===== src/rtl/boot_mem_arbiter.sv =====
// -----------------------------------------------------------------------------
// boot_mem_arbiter
//
// Shares the 16-word boot memory port between the CPU and the SPI boot loader.
// Each legal access is sequenced into a SETUP cycle (write strobe) followed by
// a HOLD cycle (read capture), then a one-cycle DONE acknowledge. Illegal
// accesses are rejected straight from IDLE without a memory cycle and are
// counted in a saturating debug counter.
//
// Ports:
//   clk, rst                 clock, synchronous active-high reset
//   boot_mode                1: loader has strict priority, 0: round-robin
//   cpu_req/we/addr/wdata    CPU request side
//   cpu_ack/err/rdata        CPU completion side (rdata held between acks)
//   ldr_*                    same set for the SPI boot loader
//   mem_cs/we/addr/din       memory pins (all registered)
//   mem_dout                 memory read data
//   err_cnt                  saturating count of rejected accesses
// -----------------------------------------------------------------------------
module boot_mem_arbiter #(
    parameter int unsigned ROM_TOP = 6,
    parameter int unsigned RAM_TOP = 11
) (
    input  logic        clk,
    input  logic        rst,
    input  logic        boot_mode,
    input  logic        cpu_req,
    input  logic        cpu_we,
    input  logic [3:0]  cpu_addr,
    input  logic [15:0] cpu_wdata,
    output logic        cpu_ack,
    output logic        cpu_err,
    output logic [15:0] cpu_rdata,
    input  logic        ldr_req,
    input  logic        ldr_we,
    input  logic [3:0]  ldr_addr,
    input  logic [15:0] ldr_wdata,
    output logic        ldr_ack,
    output logic        ldr_err,
    output logic [15:0] ldr_rdata,
    output logic        mem_cs,
    output logic        mem_we,
    output logic [3:0]  mem_addr,
    output logic [15:0] mem_din,
    input  logic [15:0] mem_dout,
    output logic [7:0]  err_cnt
);

    localparam logic [3:0] ROM_TOP_W = 4'(ROM_TOP);
    localparam logic [3:0] RAM_TOP_W = 4'(RAM_TOP);

    typedef enum logic [1:0] {
        ST_IDLE  = 2'd0,
        ST_SETUP = 2'd1,
        ST_HOLD  = 2'd2,
        ST_DONE  = 2'd3
    } state_t;

    // An access is illegal if it is beyond the implemented range or writes ROM.
    function automatic logic is_illegal(input logic we, input logic [3:0] addr);
        is_illegal = (addr > RAM_TOP_W) || (we && (addr <= ROM_TOP_W));
    endfunction

    state_t      state_q, state_d;
    logic        last_ldr_q, last_ldr_d;     // 1: loader won the last grant
    logic        win_ldr_q, win_ldr_d;       // owner of the access in flight
    logic        rd_q, rd_d;                 // access in flight is a read
    logic        err_flag_q, err_flag_d;     // access in flight was rejected
    logic        cpu_ack_q, cpu_ack_d;
    logic        cpu_err_q, cpu_err_d;
    logic        ldr_ack_q, ldr_ack_d;
    logic        ldr_err_q, ldr_err_d;
    logic [15:0] cpu_rdata_q, cpu_rdata_d;
    logic [15:0] ldr_rdata_q, ldr_rdata_d;
    logic        mem_cs_q, mem_cs_d;
    logic        mem_we_q, mem_we_d;
    logic [3:0]  mem_addr_q, mem_addr_d;
    logic [15:0] mem_din_q, mem_din_d;
    logic [7:0]  err_cnt_q, err_cnt_d;

    logic        pick_ldr;
    logic        sel_we;
    logic [3:0]  sel_addr;
    logic [15:0] sel_wdata;

    // Arbitration: strict loader priority in boot mode, otherwise the
    // requester that did not win last takes a tie.
    always_comb begin
        pick_ldr = 1'b0;
        if (boot_mode) begin
            pick_ldr = ldr_req;
        end else if (cpu_req && ldr_req) begin
            pick_ldr = ~last_ldr_q;
        end else begin
            pick_ldr = ldr_req;
        end
        sel_we    = pick_ldr ? ldr_we    : cpu_we;
        sel_addr  = pick_ldr ? ldr_addr  : cpu_addr;
        sel_wdata = pick_ldr ? ldr_wdata : cpu_wdata;
    end

    // Next-state and next-output logic; every output is registered.
    always_comb begin
        state_d     = state_q;
        last_ldr_d  = last_ldr_q;
        win_ldr_d   = win_ldr_q;
        rd_d        = rd_q;
        err_flag_d  = err_flag_q;
        cpu_ack_d   = 1'b0;
        cpu_err_d   = 1'b0;
        ldr_ack_d   = 1'b0;
        ldr_err_d   = 1'b0;
        cpu_rdata_d = cpu_rdata_q;
        ldr_rdata_d = ldr_rdata_q;
        mem_cs_d    = 1'b0;
        mem_we_d    = 1'b0;
        mem_addr_d  = mem_addr_q;
        mem_din_d   = mem_din_q;
        err_cnt_d   = err_cnt_q;

        case (state_q)
            ST_IDLE: begin
                if (cpu_req || ldr_req) begin
                    win_ldr_d  = pick_ldr;
                    last_ldr_d = pick_ldr;
                    rd_d       = ~sel_we;
                    if (is_illegal(sel_we, sel_addr)) begin
                        // Rejected: acknowledge straight away, memory untouched.
                        err_flag_d = 1'b1;
                        state_d    = ST_DONE;
                        if (pick_ldr) begin
                            ldr_ack_d = 1'b1;
                            ldr_err_d = 1'b1;
                            if (!sel_we) begin
                                ldr_rdata_d = 16'h0000;
                            end else begin
                                ldr_rdata_d = ldr_rdata_q;
                            end
                        end else begin
                            cpu_ack_d = 1'b1;
                            cpu_err_d = 1'b1;
                            if (!sel_we) begin
                                cpu_rdata_d = 16'h0000;
                            end else begin
                                cpu_rdata_d = cpu_rdata_q;
                            end
                        end
                    end else begin
                        err_flag_d = 1'b0;
                        state_d    = ST_SETUP;
                        mem_cs_d   = 1'b1;
                        mem_we_d   = sel_we;
                        mem_addr_d = sel_addr;
                        mem_din_d  = sel_wdata;
                    end
                end else begin
                    state_d = ST_IDLE;
                end
            end
            ST_SETUP: begin
                // Write strobe drops for HOLD; address and data stay put.
                mem_cs_d = 1'b1;
                mem_we_d = 1'b0;
                state_d  = ST_HOLD;
            end
            ST_HOLD: begin
                state_d = ST_DONE;
                if (win_ldr_q) begin
                    ldr_ack_d = 1'b1;
                    if (rd_q) begin
                        ldr_rdata_d = mem_dout;
                    end else begin
                        ldr_rdata_d = ldr_rdata_q;
                    end
                end else begin
                    cpu_ack_d = 1'b1;
                    if (rd_q) begin
                        cpu_rdata_d = mem_dout;
                    end else begin
                        cpu_rdata_d = cpu_rdata_q;
                    end
                end
            end
            ST_DONE: begin
                state_d = ST_IDLE;
                if (err_flag_q && (err_cnt_q != 8'hFF)) begin
                    err_cnt_d = err_cnt_q + 8'd1;
                end else begin
                    err_cnt_d = err_cnt_q;
                end
                err_flag_d = 1'b0;
            end
            default: begin
                state_d = ST_IDLE;
            end
        endcase
    end

    // State and output registers with synchronous reset.
    always_ff @(posedge clk) begin
        if (rst) begin
            state_q     <= ST_IDLE;
            last_ldr_q  <= 1'b1;
            win_ldr_q   <= 1'b0;
            rd_q        <= 1'b0;
            err_flag_q  <= 1'b0;
            cpu_ack_q   <= 1'b0;
            cpu_err_q   <= 1'b0;
            ldr_ack_q   <= 1'b0;
            ldr_err_q   <= 1'b0;
            cpu_rdata_q <= 16'h0000;
            ldr_rdata_q <= 16'h0000;
            mem_cs_q    <= 1'b0;
            mem_we_q    <= 1'b0;
            mem_addr_q  <= 4'h0;
            mem_din_q   <= 16'h0000;
            err_cnt_q   <= 8'h00;
        end else begin
            state_q     <= state_d;
            last_ldr_q  <= last_ldr_d;
            win_ldr_q   <= win_ldr_d;
            rd_q        <= rd_d;
            err_flag_q  <= err_flag_d;
            cpu_ack_q   <= cpu_ack_d;
            cpu_err_q   <= cpu_err_d;
            ldr_ack_q   <= ldr_ack_d;
            ldr_err_q   <= ldr_err_d;
            cpu_rdata_q <= cpu_rdata_d;
            ldr_rdata_q <= ldr_rdata_d;
            mem_cs_q    <= mem_cs_d;
            mem_we_q    <= mem_we_d;
            mem_addr_q  <= mem_addr_d;
            mem_din_q   <= mem_din_d;
            err_cnt_q   <= err_cnt_d;
        end
    end

    assign cpu_ack   = cpu_ack_q;
    assign cpu_err   = cpu_err_q;
    assign cpu_rdata = cpu_rdata_q;
    assign ldr_ack   = ldr_ack_q;
    assign ldr_err   = ldr_err_q;
    assign ldr_rdata = ldr_rdata_q;
    assign mem_cs    = mem_cs_q;
    assign mem_we    = mem_we_q;
    assign mem_addr  = mem_addr_q;
    assign mem_din   = mem_din_q;
    assign err_cnt   = err_cnt_q;

endmodule


===== config.mk =====
export PLATFORM = sky130hd
export DESIGN_NAME = boot_mem_arbiter
export DESIGN_NICKNAME = d
export VERILOG_FILES = /design/src/rtl/boot_mem_arbiter.sv
export SDC_FILE = /design/constraint.sdc
export NUM_CORES = 1
export LEC_CHECK = 0
export ABC_AREA = 1
export CAP_MARGIN = 20
export CELL_PAD_IN_SITES_DETAIL_PLACEMENT = 0
export CELL_PAD_IN_SITES_GLOBAL_PLACEMENT = 1
export CORE_MARGIN = 2
export CORE_UTILIZATION = 27
export DETAILED_ROUTE_END_ITERATION = 10
export GPL_TIMING_DRIVEN = 1
export PLACE_DENSITY_LB_ADDON = 0.1
export SYNTH_ARGS = -nofsm -noshare
export SYNTH_HDL_FRONTEND = slang
export SYNTH_SLANG_ARGS = --single-unit

===== constraint.sdc =====
create_clock -name clk -period 1.6 [get_ports clk]
set_clock_uncertainty 0.05 [all_clocks]
set_input_delay 0.16 -clock clk [delete_from_list [all_inputs] [get_ports clk]]
set_output_delay 0.16 -clock clk [all_outputs]
set_load 0.03 [all_outputs]

==> impl_metrics.env <==
export IMPL_cp_required_ns=1.77
export IMPL_mappedNetlistArea_sq_um=3300
export IMPL_gr_usage_met3=0.0598
export IMPL_fp_coreArea_sq_um=12000
export IMPL_floorplan_die_area_sq_um=13100
export IMPL_grt_start_max_net_pins=29
export IMPL_cts_hold_buffers_added=0
export IMPL_place_detailed_hpwl_um=6950
export IMPL_setup_repair_after_global_routing_missed_its_margin="yes"
export IMPL_globalRouteMet2Util=0.239
export IMPL_fin_worst_hold_slack_ns=0.395
export IMPL_globalRouteMet1Util=0.184
export IMPL_gr_total_overflow=0
export IMPL_layout_drive_gt1_share=0.283
export IMPL_post_route_min_period_ns=1.70
export IMPL_grt_busiest_layer="met2"
export IMPL_worst_pin_slew_ns=0.379
export IMPL_max_slew_margin=0.746
export IMPL_critical_setup_path_kind="reg2reg"
export IMPL_drt_first_iter_violations=168
export IMPL_timing_max_cap_violations=0
export IMPL_layout_worst_path_cycle_share=1.06
export IMPL_first_global_vias=3323
export IMPL_postSynthRegisterBits=72
export IMPL_ys_warn_count=0
export IMPL_max_freq_mhz=588
export IMPL_chipHeight_um=115
export IMPL_vias=3526
export IMPL_timing_critical_path_arrival_ns=1.87
export IMPL_io_buffers=128
export IMPL_yosysSeqAreaShare=0.437
export IMPL_root_buffer="clkbuf_16"
export IMPL_power_total_mw=7.10
export IMPL_antenna_cells=0
export IMPL_worst_r2r_path_depth=12
export IMPL_postSynthAreaPerCell_sq_um=7.09
export IMPL_cts_num_sinks=72
export IMPL_critical_path_peak_fanout=5
export IMPL_clock_insertion_delay_worst_skew_ns=0.33
export IMPL_routed_wire_length_per_instance_um=12.7
export IMPL_holdCritStartpoint="boot_mode"
export IMPL_ant_nets=0
export IMPL_clkSlewWorstSetupHoldPaths_ns=0.06
export IMPL_tritoncts_clock_tree="built"
export IMPL_syn_to_final_growth_pct=81.3
export IMPL_end_kind="register"
export IMPL_routabilityCongestion=0.756
export IMPL_failed_checks="negative setup slack"
export IMPL_clk_path_buf_depth=2
export IMPL_setup_worst_path_start="last_ldr_q"
export IMPL_worstHoldPathCells=7
export IMPL_filler_instances=1174
export IMPL_power_per_cell_area_nw_per_um2=1190
export IMPL_clock_tree_htree_level_count=3
export IMPL_grt_use_total=0.151
export IMPL_synthCells=465
export IMPL_status="finished with violations"
export IMPL_netlist_cell_type_count=29
export IMPL_post_route_util=0.500
export IMPL_finalHoldViolations=0
export IMPL_placement_rows=40
export IMPL_numCtsBuffers=9
export IMPL_finish_net_count=714
export IMPL_number_of_antenna_violations_at_the_first_check_in_global_routing=0
export IMPL_floorplan_die_width_um=115
export IMPL_post_dr_vias_cell=4.42
export IMPL_drt_wl_total_um=10100
export IMPL_leakage_nw=3.27
export IMPL_drc=0
export IMPL_num_ports=129
export IMPL_report_final_slew_viol_count=0
export IMPL_postSynthNetCount=533
export IMPL_min_delay_path_class="in2reg"
export IMPL_vdd_drop_max_mv=0.563
export IMPL_timing_critical_path_from_type="register"
export IMPL_finalSetupViolCount=53
export IMPL_grt_first_pass_wirelength_um=15700
export IMPL_detail_route_first_pass_iterations=5
export IMPL_setup_ws_ns=-0.0999
export IMPL_fin_setup_tns_ns=-3.35
export IMPL_floorplan_initialDensity=0.276
export IMPL_timing_rr_start="last_ldr_q"
==> layout make-up <==
type                       count  area [sq um]  area share
clock buffer                  11           233      0.0389
sequential                    72          1450       0.242
tap                          147           184      0.0308
inverter                      51           194      0.0324
multi-input combinational    319          1860       0.311
timing repair buffer         193          1990       0.333
clock inverter                 4          70.1      0.0117
==> metal layers <==
layer,routed length (um),vias to the layer above
li1,-,1833
met1,4610,1608
met2,4850,79
met5,0,-
met3,601,6
met4,62,0
==> report_power, final <==
group          internal, mW  total [mW]  leakage (nW)  switching (mW)
clock network          1.35        2.10         0.149           0.749
registers              2.06        2.19         0.591           0.134
logic                  1.28        2.81          2.53            1.54
==> repair_timing <==
| item | in CTS | in global routing |
|---|---|---|
| gates resized for setup | 37 | 111 |
| pin swaps | 13 | 16 |
| cloned | 1 | 2 |
| buffers inserted | 14 | 7 |
| endpoints found under the setup margin | 61 | 93 |
==> Yosys cell counts <==
cell type  number  area, sq um
nand3_2         1         10.0
buf_6           3         33.8
o21a_1          1         7.51
clkbuf_1        6         22.5
o22ai_1         1         6.26
nand3_1        27          135
clkinv_1        1         3.75
o2111ai_1       1         8.76
nor4_1          1         6.26
nand2_1       101          379
buf_4           4         30.0
nand2_2         5         31.3
inv_1          50          188
buf_1           1         3.75
nand3b_1        1         7.51
nand4_1         2         12.5
o21ai_0        25          125
mux2_2         16          180
nor3b_1         1         7.51
o31ai_1         1         7.51
o211ai_1        1         7.51
a21oi_1        30          150
dfxtp_1        72         1440
buf_2           9         45.0
ha_1            5         62.6
nand2_4         1         11.3
nor3_1          2         10.0
nor2_1         95          357
nor2_2          1         6.26
==> cells by family after synthesis <==
| kind of cell | after synthesis | share of synthesized area |
|---|---|---|
| compound gates | 60 | 0.0949 |
| fa+ha+maj | 5 | 0.0190 |
| mux | 16 | 0.0546 |
| buf+inv | 74 | 0.0990 |
| simple gates | 238 | 0.295 |
| flops | 72 | 0.437 |
==> critical path: stages, from the launching register on <==
cell	delay [ns]
dfxtp_2	0.35
nand3_4	0.08
buf_6	0.14
nand3_2	0.06
nand2_2	0.07
buf_4	0.13
buf_4	0.12
buf_4	0.12
buf_4	0.12
buf_4	0.11
buf_4	0.12
nand2_1	0.08
a21oi_2	0.06
==> sequential cells by signal, indices dropped and copies added, names as in the netlist, 2 cells and up <==
signal	flops
cpu_rdata	16
ldr_rdata	16
mem_din	16
err_cnt	8
mem_addr	4
state_q	2
==> worst paths after layout <==
kind	end	slack, ns
max reg2reg	mem_addr[3]	-0.1
min	cpu_err	0.40
max	mem_addr[3]	-0.1
min reg2reg	mem_addr[0]	0.41
==> cell usage in the layout, fill, tap and decap left out, drive strengths merged <==
| master | Yosys | layout |
|---|---|---|
| nand3b | 1 | 1 |
| nand3 | 28 | 28 |
| dlymetal6s2s | 0 | 37 |
| o22ai | 1 | 1 |
| nand2 | 107 | 107 |
| o31ai | 1 | 1 |
| inv | 50 | 50 |
| buf | 17 | 63 |
| o21a | 1 | 1 |
| dlygate4sd2 | 0 | 9 |
| o21ai | 25 | 25 |
| o211ai | 1 | 1 |
| nor2 | 96 | 96 |
| nor3b | 1 | 1 |
| nor4 | 1 | 1 |
| clkinv | 1 | 3 |
| mux2 | 16 | 16 |
| dfxtp | 72 | 72 |
| o2111ai | 1 | 1 |
| clkbuf | 6 | 13 |
| nor3 | 2 | 2 |
| nand4 | 2 | 2 |
| bufinv | 0 | 2 |
| ha | 5 | 5 |
| a21oi | 30 | 30 |
| clkdlybuf4s50 | 0 | 82 |
==> stage by stage <==
step	instance area, sq um	setup WS [ns]	cells
6_report	5980	-0.0999	797
3_5_place_dp	5020	-0.517	760
5_1_grt	5980	-0.232	797
3_3_place_gp	5020	-0.443	760
4_1_cts	5530	-0.146	789
2_1_floorplan	3350	0.00743	465
(Power assumes the default switching activity.)
